[config.mk]
export PLATFORM = sky130hd
export DESIGN_NAME = imem_dmem_arbiter_flat
export DESIGN_NICKNAME = d
export VERILOG_FILES = /design/src/rtl/imem_dmem_arbiter_if.sv /design/src/rtl/imem_dmem_arbiter.sv /design/src/flat_wrapper.sv
export SDC_FILE = /design/constraint.sdc
export NUM_CORES = 1
export LEC_CHECK = 0
export BUFFER_PORTS_ARGS = -buffer_cell sky130_fd_sc_hd__buf_2
export CORE_AREA = 2 2 107 109
export DETAILED_ROUTE_END_ITERATION = 8
export DIE_AREA = 0 0 109 111
export HOLD_SLACK_MARGIN = 0.06
export SYNTH_ARGS = -nofsm -noshare
export SYNTH_HDL_FRONTEND = slang
export SYNTH_SLANG_ARGS = --single-unit
[constraint.sdc]
create_clock -name clk_i -period 2.2 [get_ports clk_i]
set_input_delay 0.33 -clock clk_i [delete_from_list [all_inputs] [get_ports clk_i]]
set_output_delay 0.33 -clock clk_i [all_outputs]
set_load 0.05 [all_outputs]
[src/rtl/imem_dmem_arbiter_if.sv]
// Bus bundle between the IF/DM requesters, the shared RAM port and the arbiter.
// The slave modport is the arbiter's view; the master modport is everything around it.
interface imem_dmem_arbiter_if #(
    parameter int XLEN = 32
);
    logic            if_req_i;
    logic [XLEN-1:0] if_addr_i;
    logic            if_gnt_o;
    logic            if_rvalid_o;
    logic [XLEN-1:0] if_rdata_o;

    logic            dm_req_i;
    logic            dm_we_i;
    logic [1:0]      dm_size_i;
    logic            dm_unsigned_i;
    logic [XLEN-1:0] dm_addr_i;
    logic [XLEN-1:0] dm_wdata_i;
    logic            dm_gnt_o;
    logic            dm_rvalid_o;
    logic [XLEN-1:0] dm_rdata_o;
    logic            dm_err_o;

    logic            ram_en_o;
    logic            ram_we_o;
    logic [3:0]      ram_be_o;
    logic [XLEN-1:0] ram_addr_o;
    logic [XLEN-1:0] ram_wdata_o;
    logic [XLEN-1:0] ram_rdata_i;

    modport slave (
        input  if_req_i, if_addr_i,
        output if_gnt_o, if_rvalid_o, if_rdata_o,
        input  dm_req_i, dm_we_i, dm_size_i, dm_unsigned_i, dm_addr_i, dm_wdata_i,
        output dm_gnt_o, dm_rvalid_o, dm_rdata_o, dm_err_o,
        output ram_en_o, ram_we_o, ram_be_o, ram_addr_o, ram_wdata_o,
        input  ram_rdata_i
    );

    modport master (
        output if_req_i, if_addr_i,
        input  if_gnt_o, if_rvalid_o, if_rdata_o,
        output dm_req_i, dm_we_i, dm_size_i, dm_unsigned_i, dm_addr_i, dm_wdata_i,
        input  dm_gnt_o, dm_rvalid_o, dm_rdata_o, dm_err_o,
        input  ram_en_o, ram_we_o, ram_be_o, ram_addr_o, ram_wdata_o,
        output ram_rdata_i
    );
endinterface

[src/rtl/imem_dmem_arbiter.sv]
// Shares one single-port big-endian word RAM between instruction fetch and data memory.
// DM has priority; a streak counter forces IF through after MAX_DM_STREAK consecutive DM wins.
module imem_dmem_arbiter #(
    parameter int XLEN          = 32,
    parameter int MAX_DM_STREAK = 4
) (
    input  logic                 clk_i,
    input  logic                 rst_n_i,
    imem_dmem_arbiter_if.slave   bus
);
    localparam logic [3:0] STREAK_MAX = 4'(MAX_DM_STREAK);

    typedef enum logic [1:0] {
        OWN_NONE = 2'd0,
        OWN_IF   = 2'd1,
        OWN_DM   = 2'd2
    } owner_t;

    owner_t     r_owner;
    owner_t     w_owner_next;
    logic [3:0] r_streak;
    logic [3:0] w_streak_next;
    logic [1:0] r_size;
    logic [1:0] r_off;
    logic       r_uns;
    logic       r_err;
    logic       r_we;

    logic            w_streak_full;
    logic            w_if_win;
    logic            w_dm_win;
    logic            w_dm_misal;
    logic [1:0]      w_dm_off;
    logic [XLEN-1:0] w_if_word;
    logic [XLEN-1:0] w_dm_word;
    logic [3:0]      w_dm_be;
    logic [XLEN-1:0] w_dm_wdata;

    // ------------------------------------------------------------------
    // Arbitration (combinational in the request cycle, gated by reset)
    // ------------------------------------------------------------------
    assign w_streak_full = (r_streak == STREAK_MAX);
    assign w_if_win      = rst_n_i && bus.if_req_i && (!bus.dm_req_i || w_streak_full);
    assign w_dm_win      = rst_n_i && bus.dm_req_i && !w_if_win;

    assign w_dm_off  = bus.dm_addr_i[1:0];
    assign w_if_word = bus.if_addr_i & ~XLEN'(3);
    assign w_dm_word = {bus.dm_addr_i[XLEN-1:2], 2'b00};

    always_comb begin
        w_dm_misal = 1'b0;
        case (bus.dm_size_i)
            2'b00:   w_dm_misal = 1'b0;
            2'b01:   w_dm_misal = w_dm_off[0];
            2'b10:   w_dm_misal = |w_dm_off;
            default: w_dm_misal = 1'b1;
        endcase
    end

    // ------------------------------------------------------------------
    // Store lane steering; lane gi carries byte offset 3-gi
    // ------------------------------------------------------------------
    generate
        for (genvar gi = 0; gi < 4; gi++) begin : g_lane
            localparam logic [1:0] LANE_OFF = 2'(3 - gi);
            localparam bit         LANE_HI  = (gi >= 2);
            always_comb begin
                w_dm_be[gi]            = 1'b0;
                w_dm_wdata[8*gi +: 8]  = 8'h00;
                case (bus.dm_size_i)
                    2'b00: begin
                        w_dm_be[gi]           = (w_dm_off == LANE_OFF);
                        w_dm_wdata[8*gi +: 8] = bus.dm_wdata_i[7:0];
                    end
                    2'b01: begin
                        w_dm_be[gi]           = (LANE_HI == !w_dm_off[1]);
                        w_dm_wdata[8*gi +: 8] = bus.dm_wdata_i[8*(gi % 2) +: 8];
                    end
                    default: begin
                        w_dm_be[gi]           = 1'b1;
                        w_dm_wdata[8*gi +: 8] = bus.dm_wdata_i[8*gi +: 8];
                    end
                endcase
            end
        end
    endgenerate

    // ------------------------------------------------------------------
    // RAM port: driven by the winner in its grant cycle
    // ------------------------------------------------------------------
    always_comb begin
        bus.ram_en_o    = 1'b0;
        bus.ram_we_o    = 1'b0;
        bus.ram_be_o    = 4'b0000;
        bus.ram_addr_o  = '0;
        bus.ram_wdata_o = '0;
        if (w_if_win) begin
            bus.ram_en_o   = 1'b1;
            bus.ram_be_o   = 4'b1111;
            bus.ram_addr_o = w_if_word;
        end else if (w_dm_win && !w_dm_misal) begin
            bus.ram_en_o    = 1'b1;
            bus.ram_we_o    = bus.dm_we_i;
            bus.ram_be_o    = w_dm_be;
            bus.ram_addr_o  = w_dm_word;
            bus.ram_wdata_o = bus.dm_we_i ? w_dm_wdata : '0;
        end
    end

    assign bus.if_gnt_o = w_if_win;
    assign bus.dm_gnt_o = w_dm_win;

    // ------------------------------------------------------------------
    // Owner tag / streak: next-state logic
    // ------------------------------------------------------------------
    always_comb begin
        w_owner_next  = OWN_NONE;
        w_streak_next = r_streak;
        if (w_if_win) begin
            w_owner_next = OWN_IF;
        end else if (w_dm_win) begin
            w_owner_next = OWN_DM;
        end
        if (!bus.if_req_i || w_if_win) begin
            w_streak_next = 4'd0;
        end else if (w_dm_win && !w_streak_full) begin
            w_streak_next = r_streak + 4'd1;
        end
    end

    always_ff @(posedge clk_i or negedge rst_n_i) begin
        if (!rst_n_i) begin
            r_owner  <= OWN_NONE;
            r_streak <= 4'd0;
            r_size   <= 2'b00;
            r_off    <= 2'b00;
            r_uns    <= 1'b0;
            r_err    <= 1'b0;
            r_we     <= 1'b0;
        end else begin
            r_owner  <= w_owner_next;
            r_streak <= w_streak_next;
            if (w_dm_win) begin
                r_size <= bus.dm_size_i;
                r_off  <= w_dm_off;
                r_uns  <= bus.dm_unsigned_i;
                r_err  <= w_dm_misal;
                r_we   <= bus.dm_we_i;
            end
        end
    end

    // ------------------------------------------------------------------
    // Response routing and load extraction
    // ------------------------------------------------------------------
    logic [7:0]      w_rd_byte [4];
    logic [7:0]      w_ld_byte;
    logic [15:0]     w_ld_half;
    logic            w_dm_resp;
    logic            w_if_resp;
    logic [XLEN-1:0] w_ld_data;

    generate
        for (genvar gi = 0; gi < 4; gi++) begin : g_rd
            assign w_rd_byte[gi] = bus.ram_rdata_i[8*gi +: 8];
        end
    endgenerate

    // ~offset maps big-endian offset to little-endian lane index
    assign w_ld_byte = w_rd_byte[~r_off];
    assign w_ld_half = r_off[1] ? bus.ram_rdata_i[15:0] : bus.ram_rdata_i[31:16];
    assign w_if_resp = (r_owner == OWN_IF);
    assign w_dm_resp = (r_owner == OWN_DM);

    always_comb begin
        w_ld_data = bus.ram_rdata_i;
        case (r_size)
            2'b00:   w_ld_data = {{24{!r_uns && w_ld_byte[7]}}, w_ld_byte};
            2'b01:   w_ld_data = {{16{!r_uns && w_ld_half[15]}}, w_ld_half};
            default: w_ld_data = bus.ram_rdata_i;
        endcase
    end

    assign bus.if_rvalid_o = w_if_resp;
    assign bus.if_rdata_o  = w_if_resp ? bus.ram_rdata_i : '0;
    assign bus.dm_rvalid_o = w_dm_resp;
    assign bus.dm_err_o    = w_dm_resp && r_err;
    assign bus.dm_rdata_o  = (w_dm_resp && !r_err && !r_we) ? w_ld_data : '0;

endmodule

[src/flat_wrapper.sv]
// flat-port wrapper written by rule: the top's interface ports become plain ports
module imem_dmem_arbiter_flat 
#(
    parameter int XLEN          = 32,
    parameter int MAX_DM_STREAK = 4
)
  (clk_i, rst_n_i, bus_if_req_i, bus_if_addr_i, bus_if_gnt_o, bus_if_rvalid_o, bus_if_rdata_o, bus_dm_req_i, bus_dm_we_i, bus_dm_size_i, bus_dm_unsigned_i, bus_dm_addr_i, bus_dm_wdata_i, bus_dm_gnt_o, bus_dm_rvalid_o, bus_dm_rdata_o, bus_dm_err_o, bus_ram_en_o, bus_ram_we_o, bus_ram_be_o, bus_ram_addr_o, bus_ram_wdata_o, bus_ram_rdata_i);
  imem_dmem_arbiter_if #(.XLEN(XLEN)) bus_i ();
  input  logic clk_i;
  input  logic rst_n_i;
  input wire logic [$bits(bus_i.if_req_i)-1:0] bus_if_req_i;
  input wire logic [$bits(bus_i.if_addr_i)-1:0] bus_if_addr_i;
  output wire logic [$bits(bus_i.if_gnt_o)-1:0] bus_if_gnt_o;
  output wire logic [$bits(bus_i.if_rvalid_o)-1:0] bus_if_rvalid_o;
  output wire logic [$bits(bus_i.if_rdata_o)-1:0] bus_if_rdata_o;
  input wire logic [$bits(bus_i.dm_req_i)-1:0] bus_dm_req_i;
  input wire logic [$bits(bus_i.dm_we_i)-1:0] bus_dm_we_i;
  input wire logic [$bits(bus_i.dm_size_i)-1:0] bus_dm_size_i;
  input wire logic [$bits(bus_i.dm_unsigned_i)-1:0] bus_dm_unsigned_i;
  input wire logic [$bits(bus_i.dm_addr_i)-1:0] bus_dm_addr_i;
  input wire logic [$bits(bus_i.dm_wdata_i)-1:0] bus_dm_wdata_i;
  output wire logic [$bits(bus_i.dm_gnt_o)-1:0] bus_dm_gnt_o;
  output wire logic [$bits(bus_i.dm_rvalid_o)-1:0] bus_dm_rvalid_o;
  output wire logic [$bits(bus_i.dm_rdata_o)-1:0] bus_dm_rdata_o;
  output wire logic [$bits(bus_i.dm_err_o)-1:0] bus_dm_err_o;
  output wire logic [$bits(bus_i.ram_en_o)-1:0] bus_ram_en_o;
  output wire logic [$bits(bus_i.ram_we_o)-1:0] bus_ram_we_o;
  output wire logic [$bits(bus_i.ram_be_o)-1:0] bus_ram_be_o;
  output wire logic [$bits(bus_i.ram_addr_o)-1:0] bus_ram_addr_o;
  output wire logic [$bits(bus_i.ram_wdata_o)-1:0] bus_ram_wdata_o;
  input wire logic [$bits(bus_i.ram_rdata_i)-1:0] bus_ram_rdata_i;
  assign bus_i.if_req_i = bus_if_req_i;
  assign bus_i.if_addr_i = bus_if_addr_i;
  assign bus_if_gnt_o = bus_i.if_gnt_o;
  assign bus_if_rvalid_o = bus_i.if_rvalid_o;
  assign bus_if_rdata_o = bus_i.if_rdata_o;
  assign bus_i.dm_req_i = bus_dm_req_i;
  assign bus_i.dm_we_i = bus_dm_we_i;
  assign bus_i.dm_size_i = bus_dm_size_i;
  assign bus_i.dm_unsigned_i = bus_dm_unsigned_i;
  assign bus_i.dm_addr_i = bus_dm_addr_i;
  assign bus_i.dm_wdata_i = bus_dm_wdata_i;
  assign bus_dm_gnt_o = bus_i.dm_gnt_o;
  assign bus_dm_rvalid_o = bus_i.dm_rvalid_o;
  assign bus_dm_rdata_o = bus_i.dm_rdata_o;
  assign bus_dm_err_o = bus_i.dm_err_o;
  assign bus_ram_en_o = bus_i.ram_en_o;
  assign bus_ram_we_o = bus_i.ram_we_o;
  assign bus_ram_be_o = bus_i.ram_be_o;
  assign bus_ram_addr_o = bus_i.ram_addr_o;
  assign bus_ram_wdata_o = bus_i.ram_wdata_o;
  assign bus_i.ram_rdata_i = bus_ram_rdata_i;
  imem_dmem_arbiter #(.XLEN(XLEN), .MAX_DM_STREAK(MAX_DM_STREAK)) u_core (.clk_i(clk_i), .rst_n_i(rst_n_i), .bus(bus_i));
endmodule
==> impl_metrics.env <==
export IMPL_drt_antenna_violating_nets=0
export IMPL_synth_compound_area_share_pct=30.8
export IMPL_dr_total_vias=3893
export IMPL_drc=0
export IMPL_htreeDepth=1
export IMPL_crit_path_frequent_cell="buf_6"
export IMPL_die_height_um=111
export IMPL_grt_pass1_vias=3761
export IMPL_cts_sink_count=13
export IMPL_synth_seq_cells=13
export IMPL_slew_headroom_pct=61.7
export IMPL_die_x_um=109
export IMPL_setup_ws_ns=-0.126
export IMPL_pwr_share_seq_pct=14.8
export IMPL_start_kind="flip-flop"
export IMPL_arrival_ns=2.00
export IMPL_min_period_over_period_pct=106
export IMPL_crit_start="u_core.r_streak[0]$_DFFE_PN0P_"
export IMPL_min_delay_start="bus_dm_unsigned_i"
export IMPL_path_buf_inv=4
export IMPL_critPathMaxStageDelay_ns=0.37
export IMPL_rows=39
export IMPL_cp_max_fo=20
export IMPL_final_core_util_pct=49.7
export IMPL_cts_tree="yes"
export IMPL_synth_top_family_by_area="simple AND/OR/NAND/NOR gates"
export IMPL_place_congestion=0.910
export IMPL_required_ns=1.87
export IMPL_n_fill_cell=1040
export IMPL_violations="negative setup slack"
export IMPL_start_util_pct=22.2
export IMPL_status="finished, violations left"
export IMPL_fmax_mhz=430
export IMPL_finalSetupTns_ns=-5.89
export IMPL_synth_area_um2=2460
export IMPL_avgSynthCellArea_um2=6.74
export IMPL_die_area_um2=12100
export IMPL_antenna_found_initial=0
export IMPL_synthSimpleGateAreaFrac_pct=32.7
export IMPL_tightest_slew_ns=0.573
export IMPL_wl_per_cell_um=16.7
export IMPL_power_leakage_uw=0.00279
export IMPL_ir_drop_v=0.000205
export IMPL_synth_main_ff_cell="dfrtp_1"
export IMPL_cap_violations=0
export IMPL_viasPerCell=4.93
export IMPL_setup_viol_count_final=79
export IMPL_num_io_pins=275
export IMPL_clk_latency_ns=0.24
export IMPL_netlist_instances=365
export IMPL_final_nets=786
export IMPL_hp_class="input pin to flip-flop"
export IMPL_multi_input_area_um2=2420
export IMPL_synth_cell_types=47
export IMPL_final_hold_viol_count=0
export IMPL_pwr_share_comb_pct=67.4
export IMPL_clkPwrFrac_pct=17.8
export IMPL_cts_root_buf="clkbuf_16"
export IMPL_numCtsBuffers=3
export IMPL_syn_to_final_growth_pct=124
export IMPL_synth_edff_count=0
export IMPL_p_int_uw=998
export IMPL_grt_first_pass_wirelength_um=19500
export IMPL_yosysWarnings=0
export IMPL_synthMuxAreaShare_pct=13.8
export IMPL_grt_max_degree=41
export IMPL_post_place_cells=769
export IMPL_n_antenna_cell=0
export IMPL_dp_hpwl_um=10100
export IMPL_synth_top_area_share_pct=13.2
export IMPL_regArea_um2=327
export IMPL_cp_slowest_cell="dfrtp_1"
export IMPL_routed_wl_um=13200
export IMPL_port_buffers=270
export IMPL_fin_cells=790
export IMPL_layout_drive_gt1_share_pct=61.5
export IMPL_clk_pin_slew_ns=0.05
export IMPL_drv_slew=0
export IMPL_drt_initial_drc_count=250
export IMPL_grt_usage_pct=20.6
export IMPL_yosys_area_top_type="dfrtp_1"
export IMPL_rsz0062_at_grt="yes"
export IMPL_powerDensity_nw_per_um2=346
export IMPL_synth_xor_area_share_pct=0.356
export IMPL_core_um2=11100
export IMPL_cp_cell_sequence="inv_2 > ha_4 > and4b_2 > a211oi_4 > buf_6 > buf_12 > a22o_1 > buf_6"
export IMPL_p_sw_share_pct=47.6
export IMPL_dr_pass1_iters=4
export IMPL_async_flop_share_pct=100
export IMPL_clock_skew_ns=0.00424
export IMPL_post_route_min_period_ns=2.33
export IMPL_p_switching_uw=907
export IMPL_grt_ovfl_total=0
export IMPL_clockBufferDepth=2
export IMPL_path_delay_family="buffers and inverters"
export IMPL_worstSetupEndpointType="output port"
export IMPL_crit_type="flip-flop to output port"
export IMPL_synthTopCellsByArea="dfrtp_1 (13%), a22o_1 (11%), mux2i_1 (11%)"
export IMPL_yosysSeqAreaShare_pct=13.2
export IMPL_r2r_start="u_core.r_streak[0]$_DFFE_PN0P_"
export IMPL_synthAdderAreaFrac_pct=1.02
## stage by stage
stage / total power, uW / hold WS, ns / setup WS (ns) / cell area, um2
final: 1910 / 0.321 / -0.126 / 5510
after global routing: 2000 / 0.347 / -0.188 / 5510
after CTS: 1860 / 0.334 / -0.126 / 5310
after detailed placement: 1340 / 0.303 / -0.00750 / 4300
after global placement: 1320 / 0.301 / 0.0112 / 4300
after floorplan: 960 / 0.0344 / -0.268 / 2590
## logic make-up after synthesis
family | Yosys count
DFF | 13
muxes | 33
other | 1
buffers and inverters | 41
adders and majority gates | 2
and+or+nand+nor | 165
AOI/OAI and AO/OA | 109
xor gates and xnor gates | 1
## final timing paths
kind | end | slack (ns) | cells after the start
min | u_core.r_uns$_DFFE_PN0N_ | 0.32 | 3
max reg2reg | u_core.r_uns$_DFFE_PN0N_ | 0.46 | 9
max | bus_ram_addr_o[19] | -0.13 | 8
min reg2reg | u_core.r_off[0]$_DFFE_PN0N_ | 0.54 | 2
min in group asynchronous | u_core.r_streak[2]$_DFFE_PN0P_ | 0.78 | 3
max in group asynchronous | u_core.r_off[1]$_DFFE_PN0N_ | 1.01 | 3
## worst reg2reg max path, cell delays in order, from the launching register on
cell	delay (ns)
dfrtp_1	0.39
inv_2	0.09
ha_4	0.14
and4b_2	0.27
or2_4	0.20
buf_4	0.16
clkinv_1	0.08
buf_4	0.16
nand2_1	0.06
o21ai_0	0.07
## metal layers
| layer | track usage [%] | routed length, um | vias to the layer above |
|---|---|---|---|
| met3 | 2.23 | 976 | 28 |
| met1 | 20.4 | 4480 | 1791 |
| met5 | 0 | 0 | - |
| met2 | 42.3 | 7370 | 226 |
| li1 | - | - | 1848 |
| met4 | 6.75 | 379 | 0 |
## cells in the final DEF, fill, tap and decap left out, types with 3 or more instances in the layout
cell         n
mux2_2       7
buf_16       4
nand3_1      3
buf_2      176
mux2i_1     24
a22o_4       6
buf_12      13
clkbuf_16    3
nor2b_1      3
a21oi_2      3
and3_1       7
nor2_4      16
buf_4       33
a22o_1      15
nor2_1      18
inv_1        4
a21oi_4      9
nand2_1     63
buf_6       67
o21ai_0     30
and2_1      35
a22o_2       9
a21oi_1     13
dfrtp_1     12
buf_8       12
a211oi_2     7
## area by class of cell
type,count,share of cell area [%]
Multi-Input combinational cell,313,44.0
Sequential cell,13,5.93
Clock buffer,4,1.43
Tap cell,143,3.25
Timing Repair Buffer,308,44.7
Inverter,9,0.773
## repair_timing
action	CTS	global route
setup buffers	7	4
cloned	5	0
endpoints found under the setup margin	92	98
hold buffers	1	0
endpoints found under the hold margin	13	0
pin swaps	19	7
resized for setup	209	44
## power by group through the flow
| stage | Sequential [uW] | Clock, uW | Combinational (uW) |
|---|---|---|---|
| CTS | 282 | 347 | 1240 |
| global placement | 281 | 0 | 1040 |
| floorplan | 276 | 0 | 684 |
| finish | 282 | 339 | 1280 |
| global route | 285 | 360 | 1350 |
| detailed placement | 282 | 0 | 1060 |
## flip-flops by register name, indices dropped and copies added (netlist names)
name             flops
u_core.r_streak      4
u_core.r_off         2
u_core.r_uns         1
u_core.r_we          1
u_core.r_owner       2
u_core.r_size        2
u_core.r_err         1
## cell usage after synthesis, types with 2 or more instances
master and count:
inv_1 8, and3_1 8, buf_6 2, o31ai_1 2
ha_1 2, o21a_1 2, or2_2 2, nor3_1 3
nand2_1 65, nor2_1 36, a21boi_0 2, o21ai_0 32
buf_2 10, a21oi_2 3, nand3_1 3, nor2b_1 3
mux2_2 7, dfrtp_1 13, a21oi_1 22, clkbuf_1 14
a22o_1 30, nand3b_1 2, a211oi_1 8, mux2i_1 26
and2_1 35, buf_4 4
Note: power is estimated with default switching activity, not from simulation.
